`config.mk`:
```
export PLATFORM = sky130hd
export DESIGN_NAME = shift_reg_seq
export DESIGN_NICKNAME = d
export VERILOG_FILES = /design/src/rtl/shift_reg_pkg.sv /design/src/rtl/shift_step.sv /design/src/rtl/shift_reg_seq.sv
export SDC_FILE = /design/constraint.sdc
export NUM_CORES = 1
export LEC_CHECK = 0
export ABC_AREA = 0
export BUFFER_PORTS_ARGS = -buffer_cell sky130_fd_sc_hd__buf_2
export CELL_PAD_IN_SITES_DETAIL_PLACEMENT = 1
export CELL_PAD_IN_SITES_GLOBAL_PLACEMENT = 1
export CORE_ASPECT_RATIO = 0.5
export CORE_MARGIN = 2
export CORE_UTILIZATION = 38
export DETAILED_ROUTE_END_ITERATION = 16
export PLACE_DENSITY = 0.89
export SETUP_SLACK_MARGIN = 0.3
export SYNTH_ARGS = -nofsm -noshare
export SYNTH_HDL_FRONTEND = slang
export SYNTH_SLANG_ARGS = --single-unit
```
`constraint.sdc`:
```
create_clock -name CLK -period 1.8 [get_ports CLK]
set_clock_uncertainty 0.1 [all_clocks]
set_input_delay 0.36 -clock CLK [delete_from_list [all_inputs] [get_ports CLK]]
set_output_delay 0.36 -clock CLK [all_outputs]
set_load 0.1 [all_outputs]
```
`src/rtl/shift_reg_pkg.sv`:
```
// Shared definitions for the sequenced shift register: operation codes,
// FSM state encoding and a helper to classify shift/rotate operations.
package shift_reg_pkg;

  localparam logic [2:0] MODE_HOLD  = 3'b000;
  localparam logic [2:0] MODE_LOAD  = 3'b001;
  localparam logic [2:0] MODE_SHL   = 3'b010;
  localparam logic [2:0] MODE_SHR   = 3'b011;
  localparam logic [2:0] MODE_ROTL  = 3'b100;
  localparam logic [2:0] MODE_ROTR  = 3'b101;
  localparam logic [2:0] MODE_CLEAR = 3'b110;
  localparam logic [2:0] MODE_HOLD2 = 3'b111;

  typedef enum logic {
    IDLE = 1'b0,
    RUN  = 1'b1
  } state_t;

  // True for the four operations that move bits one position per step.
  function automatic logic is_shift_mode(input logic [2:0] m);
    return (m == MODE_SHL) || (m == MODE_SHR) ||
           (m == MODE_ROTL) || (m == MODE_ROTR);
  endfunction

endpackage

```
`src/rtl/shift_step.sv`:
```
// Single-bit shifter/rotator. Purely combinational; non-shift modes pass
// the register through and report no expelled bit.
module shift_step
  import shift_reg_pkg::*;
#(
  parameter int WIDTH = 8
) (
  input  logic [WIDTH-1:0] q_i,
  input  logic [2:0]       mode_i,
  input  logic             sin_i,
  output logic [WIDTH-1:0] q_o,
  output logic             expel_o
);

  // Compute the register value after one step and the bit leaving it.
  always_comb begin
    q_o     = q_i;
    expel_o = 1'b0;
    case (mode_i)
      MODE_SHL: begin
        q_o     = {q_i[WIDTH-2:0], sin_i};
        expel_o = q_i[WIDTH-1];
      end
      MODE_SHR: begin
        q_o     = {sin_i, q_i[WIDTH-1:1]};
        expel_o = q_i[0];
      end
      MODE_ROTL: begin
        q_o     = {q_i[WIDTH-2:0], q_i[WIDTH-1]};
        expel_o = q_i[WIDTH-1];
      end
      MODE_ROTR: begin
        q_o     = {q_i[0], q_i[WIDTH-1:1]};
        expel_o = q_i[0];
      end
      default: begin
        q_o     = q_i;
        expel_o = 1'b0;
      end
    endcase
  end

endmodule

```
`src/rtl/shift_reg_seq.sv`:
```
// Shift register with a direct single-cycle operation path and a
// multi-cycle sequencer that performs AMT single-bit steps of a latched
// shift/rotate mode. One shared shift_step instance serves both paths.
module shift_reg_seq
  import shift_reg_pkg::*;
#(
  parameter int WIDTH = 8,
  parameter int AMT_W = $clog2(WIDTH) + 1
) (
  input  logic             CLK,
  input  logic             RST,
  input  logic             EN,
  input  logic [2:0]       MODE,
  input  logic             START,
  input  logic [AMT_W-1:0] AMT,
  input  logic             SIN,
  input  logic [WIDTH-1:0] D,
  output logic [WIDTH-1:0] Q,
  output logic             SOUT,
  output logic             BUSY,
  output logic             DONE
);

  localparam logic [AMT_W-1:0] CNT_ONE  = AMT_W'(1);
  localparam logic [AMT_W-1:0] CNT_ZERO = '0;

  state_t           state_q;
  logic [AMT_W-1:0] cnt_q;
  logic [2:0]       mode_q;
  logic [WIDTH-1:0] q_q;
  logic             sout_q;
  logic             busy_q;
  logic             done_q;

  logic [2:0]       step_mode;
  logic [WIDTH-1:0] step_q;
  logic             step_expel;
  logic             accept;

  // While running, the shifter follows the latched mode; otherwise the live MODE.
  assign step_mode = (state_q == RUN) ? mode_q : MODE;
  assign accept    = START && is_shift_mode(MODE);

  shift_step #(.WIDTH(WIDTH)) u_step (
    .q_i     (step_q_src()),
    .mode_i  (step_mode),
    .sin_i   (SIN),
    .q_o     (step_q),
    .expel_o (step_expel)
  );

  function automatic logic [WIDTH-1:0] step_q_src();
    return q_q;
  endfunction

  // FSM, down-counter and all registered outputs.
  always_ff @(posedge CLK) begin
    if (RST) begin
      state_q <= IDLE;
      cnt_q   <= CNT_ZERO;
      mode_q  <= MODE_HOLD;
      q_q     <= '0;
      sout_q  <= 1'b0;
      busy_q  <= 1'b0;
      done_q  <= 1'b0;
    end else begin
      done_q <= 1'b0;
      case (state_q)
        IDLE: begin
          if (accept) begin
            // Accepting edge only latches the request; Q is untouched.
            mode_q <= MODE;
            cnt_q  <= AMT;
            if (AMT == CNT_ZERO) begin
              done_q <= 1'b1;
            end else begin
              state_q <= RUN;
              busy_q  <= 1'b1;
            end
          end else if (EN) begin
            case (MODE)
              MODE_LOAD:  q_q <= D;
              MODE_CLEAR: q_q <= '0;
              MODE_SHL, MODE_SHR, MODE_ROTL, MODE_ROTR: begin
                q_q    <= step_q;
                sout_q <= step_expel;
              end
              default: q_q <= q_q;
            endcase
          end
        end
        RUN: begin
          q_q    <= step_q;
          sout_q <= step_expel;
          cnt_q  <= cnt_q - CNT_ONE;
          if (cnt_q == CNT_ONE) begin
            state_q <= IDLE;
            busy_q  <= 1'b0;
            done_q  <= 1'b1;
          end
        end
        default: begin
          state_q <= IDLE;
          busy_q  <= 1'b0;
        end
      endcase
    end
  end

  assign Q    = q_q;
  assign SOUT = sout_q;
  assign BUSY = busy_q;
  assign DONE = done_q;

endmodule

```
==> flow_summary_export.csv <==
group,metric,value,unit
global_routing,grt_pass1_wl,6720,um
route,wl_per_cell,20.98,um
finish,regArea,397.9,sq um
synth,yosysUniqueCellTypes,43,
finish,area_growth,43.84,%
die,die_h,43.53,um
timing,whs,260.4,ps
die,coreArea,2995,sq um
route,via_per_inst,5.972,
timing,rsz0062_at_grt,"yes",
global_routing,grt_usage,23.90,%
worst_hold_path,hold_path.class,"input port to register",
critical_path,critical_path_arrival,1620,ps
global_routing,grt_pass1_vias,1285,
global_routing,grt_max_degree,16,
clock_network,cts-root-buf,"clkbuf_8",
timing,slew_headroom,67.99,%
worst_hold_path,hold_depth,3,
critical_path,path_max_fanout,11,
synth,syn_nets,156,
clock_network,cts_buffers,3,
placement,dp_slack,28.21,ps
finish,fillers,351,
synth,ys_top_cells_by_area,"dfxtp_1 (32%), mux2i_1 (6.7%), a21oi_1 (5.1%)",
timing,final-hold-violation-count,0,
timing,setup_viol,0,
synth,dominantRegCellSynth,"dfxtp_1",
clock_network,clk_pin_slew_worst_paths,80,ps
clock_network,cts_tree,"done",
clock_network,ctsHtreeMaxLevel,1,
critical_path,max_stage_delay,390,ps
synth,synthArstFlopShare,0,%
critical_path,crit_chain,"mux2i_4 -> buf_12 -> nor2b_1 -> a222oi_1 -> a311oi_1",
synth,yosys.area.top_type,"dfxtp_1",
finish,finalNetCount,198,
clock_network,clk_latency,270,ps
route,totalWireLength,4510,um
timing,tns,0,ps
die,io_pins,31,
die,die_w,83.06,um
route,dr.pass1.iters,4,
placement,post-dp-hpwl,2789,um
timing,worst_slack,214.3,ps
die,start_util,39.64,%
route,drtAntennaViolNets,0,
synth,ys_ff_latch,19,
power_and_ir_drop,power_density,817.5,nW/um^2
run,maxCapViolations,0,
timing,fin_crit_sh,88.09,%
route,via_count,1284,
clock_network,clock_path_buffers,2,
global_routing,overflow,0,
synth,seq_area_frac_synth,32.03,%
synth,yosysMostFrequentCell,"dfxtp_1",
critical_path,end_kind,"register",
global_routing,antenna_found_initial,0,
synth,yosys-top-cells-count,"dfxtp_1 (19), a21oi_1 (12), nand2_1 (12)",
power_and_ir_drop,p_leak,0.6615,nW
timing,finalMaxSlewViolations,0,
finish,multiInputGateArea,860.8,sq um
critical_path,cp_slowest_cell,"dfxtp_4",
timing,post-route-min-period,1586,ps
finish,diodes,0,
critical_path,start_kind,"register",
critical_path,crit_required,1830,ps
critical_path,critPathKind,"register to register",
synth,synth_area,1187,sq um
synth,postSynthCellCount,134,
power_and_ir_drop,vdd_drop_max,0.0004474,V
clock_network,cts_hold_buf,0,
timing,tightest_slew,483.5,ps
die,die_area,3615,sq um
timing,fmax,0.6306,GHz
finish,drive_gt1_share,46.29,%
placement,place_congestion,0.8377,
outcome,status,"complete, no violations",
critical_path,reg2regPathDepth,5,
placement,port_buffers,30,
route,drc_errors,0,
route,drt_iter0_markers,72,
finish,fin_util,57.02,%
synth,syn_avg_cell_area,8.861,sq um
synth,yosysWarnings,0,
clock_network,clock-sinks,19,
die,rows,14,
synth,synth_top_area_share,32.03,%
critical_path,r2r_setup_slack,210,ps
synth,synth_edf_count,0,
[placed cells by master (no fill, tap or decap), types with 2 or more instances in the layout]
cell type,n
buf_2,20
buf_4,19
nand2_1,12
dfxtp_2,11
a21oi_1,9
dfxtp_1,7
mux2i_1,7
o2bb2ai_1,6
a22o_1,6
a311oi_1,6
nand3_1,4
nor2_1,4
buf_12,4
inv_1,3
a21oi_2,3
nand2b_1,3
nor3_1,3
clkbuf_8,3
mux2i_4,2
or2_2,2
nand3b_1,2
and2_1,2
a222oi_1,2
nor4_1,2
a31oi_1,2
nor2b_1,2
ha_1,2
[sequential cells by signal, summed over array words and instances, names as in the netlist]
register / flops
BUSY: 1
DONE: 1
Q: 8
SOUT: 1
cnt_q: 4
mode_q: 3
state_q: 1
[final timing paths]
| check | from | endpoint |
|---|---|---|
| worst max-delay path | state_q$_SDFF_PP0_ | Q[7]$_SDFFE_PP0P_ |
| worst min-delay path | AMT[2] | cnt_q[2]$_SDFFE_PP0P_ |
| worst max register to register | state_q$_SDFF_PP0_ | Q[7]$_SDFFE_PP0P_ |
| worst min register to register | cnt_q[3]$_SDFFE_PP0P_ | cnt_q[3]$_SDFFE_PP0P_ |
[through the flow]
step           cells  power (mW)  instance area [sq um]
2_1_floorplan    134      0.8440                   1255
3_3_place_gp     203      0.9493                   1458
3_5_place_dp     203      0.9679                   1458
4_1_cts          210       1.326                   1604
5_1_grt          215       1.451                   1708
6_report         215       1.396                   1708
[routing by layer]
metal | up-vias | GRT usage (%) | part of all wire [%]
met5 | - | 0 | 0
met4 | 0 | 5.574 | 2.7
met3 | 14 | 6.667 | 3.8
met2 | 43 | 44.03 | 50
met1 | 636 | 28.57 | 43
li1 | 591 | - | -
[critical path, delay by kind of cell, from the launching register on]
| kind | cells | cell delay (ps) |
|---|---|---|
| flops | 1 | 390 |
| simple gates | 1 | 50 |
| mux | 1 | 260 |
| buf+inv | 1 | 170 |
| compound gates | 2 | 470 |
[cells by family (layout without fill, tap and decap cells)]
family,count (synthesis),count (layout),share of synthesized area [%]
simple gates,47,47,21.50
compound gates,42,42,27.40
flops,19,19,32.03
buf+inv,11,52,4.531
mux,10,10,9.589
xor+xnor,3,3,2.846
fa+ha+maj,2,2,2.107
[power breakdown]
group / internal [mW] / switching [mW]
logic: 0.219 / 0.340
clock network: 0.155 / 0.170
registers: 0.460 / 0.0516
total: 0.835 / 0.561
[layout make-up]
class / instances / area share (%)
inverter: 4 / 1.099
multi-input combinational: 104 / 50.40
timing repair buffer: 44 / 19.56
sequential: 19 / 23.30
clock buffer: 3 / 2.418
clock inverter: 1 / 0.2930
tap: 40 / 2.930
[timing repair]
action / 4_1_cts / 5_1_grt
gates resized for setup: 20 / 11
pin swaps: 3 / 11
setup buffers: 3 / 5
gates cloned: 0 / 0
setup endpoints to repair: 25 / 11
Note: power is estimated with default switching activity, not from simulation.
